`src/rtl/fac_bus_master.sv`:
```
// Bus-master sequencer: one factorial job per start pulse (program operand, enable
// interrupt, start core, release bus, wait for interrupt, read 64-bit result, clear core).
module fac_bus_master #(
  parameter logic [7:0]  A_OPERAND  = 8'h20,
  parameter logic [7:0]  A_OPSTART  = 8'h21,
  parameter logic [7:0]  A_INTREN   = 8'h23,
  parameter logic [7:0]  A_OPCLEAR  = 8'h24,
  parameter logic [7:0]  A_RESULT_H = 8'h25,
  parameter logic [7:0]  A_RESULT_L = 8'h26,
  parameter int unsigned TIMEOUT    = 4096
) (
  input  logic        clk,
  input  logic        reset,
  input  logic        start,
  input  logic [31:0] operand,
  output logic        busy,
  output logic        done,
  output logic        err_timeout,
  output logic [63:0] result,
  output logic        M_req,
  output logic        M_wr,
  output logic [7:0]  M_address,
  output logic [31:0] M_dout,
  input  logic        M_grant,
  input  logic [31:0] M_din,
  input  logic        f_interrupt
);

  typedef enum logic [3:0] {
    IDLE, REQ1, W_OPR, W_IEN, W_START, REL, WAIT_INT,
    REQ2, R_H, R_L, W_CLR, FIN
  } state_t;

  localparam logic [15:0] TIMEOUT_LAST = 16'(TIMEOUT - 1);

  state_t      state, state_nxt;
  logic [31:0] operand_q;
  logic [63:0] result_q;
  logic [15:0] wait_cnt;
  logic        beat;
  logic        access;
  logic        last_beat;

  // An access needs two granted cycles in a row; a grant gap restarts the pair.
  assign access    = (state == W_OPR) || (state == W_IEN) || (state == W_START) ||
                     (state == R_H)   || (state == R_L)   || (state == W_CLR);
  assign last_beat = access & M_grant & beat;
  assign result    = result_q;

  always_comb begin
    state_nxt   = state;
    M_req       = 1'b0;
    M_wr        = 1'b0;
    M_address   = 8'h00;
    M_dout      = 32'h0;
    busy        = 1'b1;
    done        = 1'b0;
    err_timeout = 1'b0;
    case (state)
      IDLE: begin
        busy = 1'b0;
        if (start) state_nxt = REQ1;
      end
      REQ1: begin
        M_req = 1'b1;
        if (M_grant) state_nxt = W_OPR;
      end
      W_OPR: begin
        M_req     = 1'b1;
        M_wr      = 1'b1;
        M_address = A_OPERAND;
        M_dout    = operand_q;
        if (last_beat) state_nxt = W_IEN;
      end
      W_IEN: begin
        M_req     = 1'b1;
        M_wr      = 1'b1;
        M_address = A_INTREN;
        M_dout    = 32'd1;
        if (last_beat) state_nxt = W_START;
      end
      W_START: begin
        M_req     = 1'b1;
        M_wr      = 1'b1;
        M_address = A_OPSTART;
        M_dout    = 32'd1;
        if (last_beat) state_nxt = REL;
      end
      REL: state_nxt = WAIT_INT;
      WAIT_INT: begin
        // The error cycle is the last waiting cycle, so busy already reads low there.
        if (f_interrupt) begin
          state_nxt = REQ2;
        end else if (wait_cnt == TIMEOUT_LAST) begin
          err_timeout = 1'b1;
          busy        = 1'b0;
          state_nxt   = IDLE;
        end
      end
      REQ2: begin
        M_req = 1'b1;
        if (M_grant) state_nxt = R_H;
      end
      R_H: begin
        M_req     = 1'b1;
        M_address = A_RESULT_H;
        if (last_beat) state_nxt = R_L;
      end
      R_L: begin
        M_req     = 1'b1;
        M_address = A_RESULT_L;
        if (last_beat) state_nxt = W_CLR;
      end
      W_CLR: begin
        M_req     = 1'b1;
        M_wr      = 1'b1;
        M_address = A_OPCLEAR;
        M_dout    = 32'd1;
        if (last_beat) state_nxt = FIN;
      end
      FIN: begin
        busy      = 1'b0;
        done      = 1'b1;
        state_nxt = IDLE;
      end
      default: begin
        busy      = 1'b0;
        state_nxt = IDLE;
      end
    endcase
  end

  always_ff @(posedge clk) begin
    if (reset) begin
      state     <= IDLE;
      operand_q <= 32'h0;
      result_q  <= 64'h0;
      wait_cnt  <= 16'h0;
      beat      <= 1'b0;
    end else begin
      state <= state_nxt;
      beat  <= access & M_grant & ~beat;
      if ((state == IDLE) && start) operand_q <= operand;
      if ((state == R_H) && last_beat) result_q[63:32] <= M_din;
      if ((state == R_L) && last_beat) result_q[31:0] <= M_din;
      if ((state == WAIT_INT) && (state_nxt == WAIT_INT)) wait_cnt <= wait_cnt + 16'd1;
      else wait_cnt <= 16'h0;
    end
  end

endmodule

```
`config.mk`:
```
export PLATFORM = sky130hd
export DESIGN_NAME = fac_bus_master
export DESIGN_NICKNAME = d
export VERILOG_FILES = /design/src/rtl/fac_bus_master.sv
export SDC_FILE = /design/constraint.sdc
export NUM_CORES = 1
export LEC_CHECK = 0
export BUFFER_PORTS_ARGS = -buffer_cell sky130_fd_sc_hd__buf_4
export CAP_MARGIN = 5
export CORE_UTILIZATION = 53
export DETAILED_ROUTE_END_ITERATION = 8
export GPL_TIMING_DRIVEN = 1
export PLACE_DENSITY = 0.85
export SKIP_LAST_GASP = 1
export SYNTH_ARGS = -nofsm -noshare
export SYNTH_HDL_FRONTEND = slang
export SYNTH_SLANG_ARGS = --single-unit
```
`constraint.sdc`:
```
create_clock -name clk -period 4 [get_ports clk]
set_input_delay 0 -clock clk [delete_from_list [all_inputs] [get_ports clk]]
set_output_delay 0 -clock clk [all_outputs]
set_load 0.05 [all_outputs]
```
* Word-level counts from Yosys, hierarchy flattened
Cells that the tools add are included.
** Storage, ports and cells
- Bits in registers :: 117
- Output and inout bits :: 109
- Logic and storage cells :: 63
** Operators by class
- $add $sub $neg :: 1
- Equal/unequal tests :: 13
- Muxes and demuxes :: 23
- Bitwise operators :: 5
- Reductions and logical operators :: 15
** Operators by type and width (count)
- 32-bit one-hot mux with 2 select lines :: 1
- 4-bit two-way mux :: 11
- 4-bit one-hot mux with 11 select lines :: 1
- 6-bit one-hot mux with 6 select lines :: 1
- 4-bit by 3-bit equality test with 1-bit output, second input constant :: 5
- 16-bit by 1-bit adder with 16-bit output, second input constant :: 1
- 16-bit by 12-bit equality test with 1-bit output, second input constant :: 1
- 4-bit equality test, second input constant :: 4
- 9-bit OR reduction :: 1
- 4-bit by 2-bit equality test with 1-bit output, second input constant :: 2
- 1-bit two-way mux :: 8
- 8-bit OR reduction :: 1
- 1-bit logical OR :: 5
- 4-bit by 1-bit equality test with 1-bit output, second input constant :: 1
- 1-bit logical AND :: 4
- 4-bit zero test :: 1
- 4-bit OR reduction :: 1
- 1-bit AND :: 3
- 3-bit OR reduction :: 1
- 1-bit NOT :: 2
- 1-bit one-hot mux with 2 select lines :: 1
- 2-bit OR reduction :: 1

* Depth between registers and ports, before layout
- Word-level depth :: 14
- Depth in mapped cells :: 7
- Mapped depth without buffers :: 5

* Worst setup path after synthesis
No wires, ideal clock.
- Kind :: register -> output
- Start point :: register state[1]
- End point :: output port M_req
- Arrival :: 2.006 ns
- Data required time :: 4.000 ns
- Path slack :: 1.994 ns
- Stages on the path, launching flop included :: 7
- Buffers on the path :: 2
- Cells stage by stage :: dfxtp_1 > clkbuf_1 > buf_1 > nor3_1 > nor3b_1 > a31oi_1 > a21oi_1
** Between the ends
- Word-level cells in the longest chain between the ends :: 3
- Elaborated cells on any way between the ends :: 10
- Those cells by class :: eq/ne (8); mux (1); reduce/logical (1)
** Ends and longest elaborated chain
- from (decl) :: RTL line 36 : state_t state, state_nxt;
- from (signal assigned) :: RTL line 141 : state <= state_nxt;
- 4-bit by 2-bit equality test with 1-bit output (tied with other cells) :: RTL line 59 : case (state)
- 8-bit OR reduction (no line) (*)
- 1-bit two-way mux (*) :: RTL line 59
- to (decl) :: RTL line 20 : output logic M_req,
Every way passes the cells marked *; elsewhere a longest branch is shown, timed or not.

* Worst setup path in the final report
- Start point :: register state[1]
- End point :: output port M_dout[1]
** Between the ends
- Word-level cells in the longest chain between the ends :: 3
- Elaborated cells on any way between the ends :: 6
- Those cells by class :: eq/ne (4); mux (1); reduce/logical (1)
** Ends and longest elaborated chain
- 4-bit by 2-bit equality test with 1-bit output (tied with other cells) :: RTL line 59
- 3-bit OR reduction (no line)
- 32-bit one-hot mux with 2 select lines (*) :: RTL line 59
- to (decl) :: RTL line 23 : output logic [31:0] M_dout,
Marks and branches as above.

==> qor.yml <==
outcome: "complete, no violations"
routed_wl_um: 14900
cp_slowest_cell: "dfxtp_1"
grt_pass1_vias: 5067
crit_path_end_kind: "output port"
numCtsBuffers: 17
vias: 5146
max_freq_mhz: 364
grt.overflow.total: 0
coreArea_um2: 8760
setup_tns_ns: 0
start_kind: "flip-flop"
start_util_pct: 54.9
grt_max_degree: 101
gp_congestion: 0.874
grt_pass1_wl_um: 24500
synth_seq_cells: 117
layout_common_cells: "nand2_1 (203), buf_4 (175), dfxtp_1 (117)"
cts_setup_buffers: 0
power_density_nw_per_um2: 411
synth_top_area_share_pct: 48.7
power_mw: 3.02
synth-xor-area-share_pct: 2.37
ys_seq_area_share_pct: 48.7
synth_edf_count: 0
cp_data_required_time_ns: 4.00
antenna_found_initial: 0
r2r_slack_ns: 1.31
synth_top_family_by_area: "simple AND/OR/NAND/NOR gates"
worstPathCellList: "nand2b_1 > nor3_4 > and2_1 > buf_4"
clock_latency_ns: 0.51
dr.first_iter.drc_count: 320
rsz0062_at_grt: "false"
first_pass_iters: 5
nFillCells: 473
cp.arrival_ns: 2.75
syn-cell-area_um2: 4810
synth-simple-area-share_pct: 29.6
finalHoldViolations: 0
hold_ws_ns: 0.0443
drive_gt1_share_pct: 25.5
setup_viol: 0
via_per_inst: 5.37
ff2ff_path_depth: 4
hpwl_um: 8580
yosysTopAreaCell: "dfxtp_1"
ant_nets: 0
ir_worst_vdd_uv: 403
min_period_ns: 2.75
die_w_um: 97.3
cts_tree: "yes"
hold_class: "input port to flip-flop"
cpPeakStageDelay_ns: 0.82
syn_inst: 627
wire_per_inst_um: 15.5
synthMuxAreaShare_pct: 0
grtUsageTotal_pct: 31.9
reg2reg_from: "state[3]"
area_growth_pct: 52.5
diodes: 0
min_from: "f_interrupt"
synthAdderAreaFrac_pct: 0.260
nets: 909
clock-root-buffer: "clkbuf_8"
path_buf_inv: 1
synth_compound_area_share_pct: 14.2
yosys_warnings: 0
placementRows: 34
worstReg2RegEnd: "result[57]"
route.detailed.drc: 0
cp.depth: 4
synth-main-ff-cell: "dfxtp_1"
htreeDepth: 4
whs_path_depth: 4
worstMarginPinSlew_ns: 1.17
max_cap_violations: 0
path_clk_slew_ns: 0.05
synth.avg_cell_area_um2: 7.67
critical_path_peak_fanout: 31
synth_area_leaders: "dfxtp_1 (49%), nand2_1 (16%), a21oi_1 (11%), and2_1 (4.3%), clkbuf_1 (3.1%)"
max-slew-margin-rel_pct: 21.5
cp-startpoint: "state[1]"
synthArstFlopShare_pct: 0
dieArea_um2: 9460
hold_end: "state[0]"
die_y_um: 97.3
cts_sinks: 117
critPathTopFamily: "simple AND/OR/NAND/NOR gates"
cts_buffer_depth: 2
critical_path_class: "flip-flop to output port"
port_buffers: 173
boundaryPins: 178
layout.cells.most_common: "nand2_1"
report.final.slew_viol_count: 0
ys_types: 47
skew_ns: 0.00984
p_leak_nw: 2.95
period_share_pct: 68.7
[power breakdown]
part           internal (mW)  switching, mW  leakage, nW  total [mW]
sequential              1.19         0.0230        0.947        1.21
combinational          0.133          0.156         1.72       0.289
clock                  0.978          0.536        0.283        1.51
[metal layers]
layer	vias to the layer above	global-route usage, %	routed length [um]
met5	-	0	0
li1	2485	-	-
met1	2379	36.8	5990
met3	47	8.13	1030
met4	0	14.8	505
met2	235	55.4	7370
[registers in the layout (all words and copies together), names as in the netlist]
signal,flops
beat,1
operand_q,32
wait_cnt,16
result,64
state,4
[layout make-up]
class / count / area, um^2 / share of cell area, %
timing repair buffer: 241 / 1970 / 26.9
inverter: 4 / 15.0 / 0.205
tap: 108 / 135 / 1.84
clock buffer: 19 / 442 / 6.02
sequential: 117 / 2340 / 31.9
clock inverter: 12 / 153 / 2.08
multi-input combinational: 458 / 2280 / 31.0
[how the worst max path moves through the flow]
stage                  to  slack [ns]
2_1_floorplan       M_req        1.99
3_3_place_gp   M_dout[19]        1.56
3_5_place_dp   result[25]        1.46
4_1_cts        M_dout[22]        0.96
5_1_grt         M_dout[6]        1.05
6_report        M_dout[1]        1.25
[tightest hold or removal path, stage by stage]
cell and delay, ns:
buf_4 0.12, nor3b_1 0.13, o21bai_1 0.12, a31oi_1 0.11
[kinds of logic (layout without fill, tap and decap cells)]
logic type,after synthesis,in the layout
flops,117,117
buf+inv,55,276
compound gates,127,127
fa+ha+maj,1,1
simple gates,313,313
other cells,1,4
xor+xnor,13,13
[metrics by stage]
step	utilization, %	instance area [um^2]	worst slack (ns)	instances
2_1_floorplan	-	4820	1.99	630
4_1_cts	83.7	7330	0.963	959
3_3_place_gp	69.3	6080	1.56	862
5_1_grt	83.7	7340	1.05	959
6_report	83.7	7340	1.25	959
3_5_place_dp	69.3	6080	1.46	862
[cell usage after synthesis (2+ instances only)]
| cell type | count |
|---|---|
| nand2_1 | 203 |
| dfxtp_1 | 117 |
| a21oi_1 | 102 |
| clkbuf_1 | 40 |
| and2_1 | 33 |
| nor3_1 | 18 |
| nor2_1 | 15 |
| xnor2_1 | 11 |
| o21ai_0 | 8 |
| nand2b_1 | 7 |
| nand3_1 | 6 |
| buf_4 | 5 |
| nor4_1 | 5 |
| buf_2 | 4 |
| inv_1 | 4 |
| a21o_1 | 3 |
| a31oi_1 | 3 |
| nor3b_1 | 3 |
| o21bai_1 | 3 |
| or3_1 | 3 |
| a211oi_1 | 2 |
| and3_1 | 2 |
| nand3b_1 | 2 |
| nand4_1 | 2 |
| nor2b_1 | 2 |
| or2_2 | 2 |
| xor2_1 | 2 |
[what timing repair did]
action / 4_1_cts / 5_1_grt
gates resized for setup: 0 / 0
hold buffers: 66 / 0
hold endpoints to repair: 100 / 0
(Power assumes the default switching activity.)
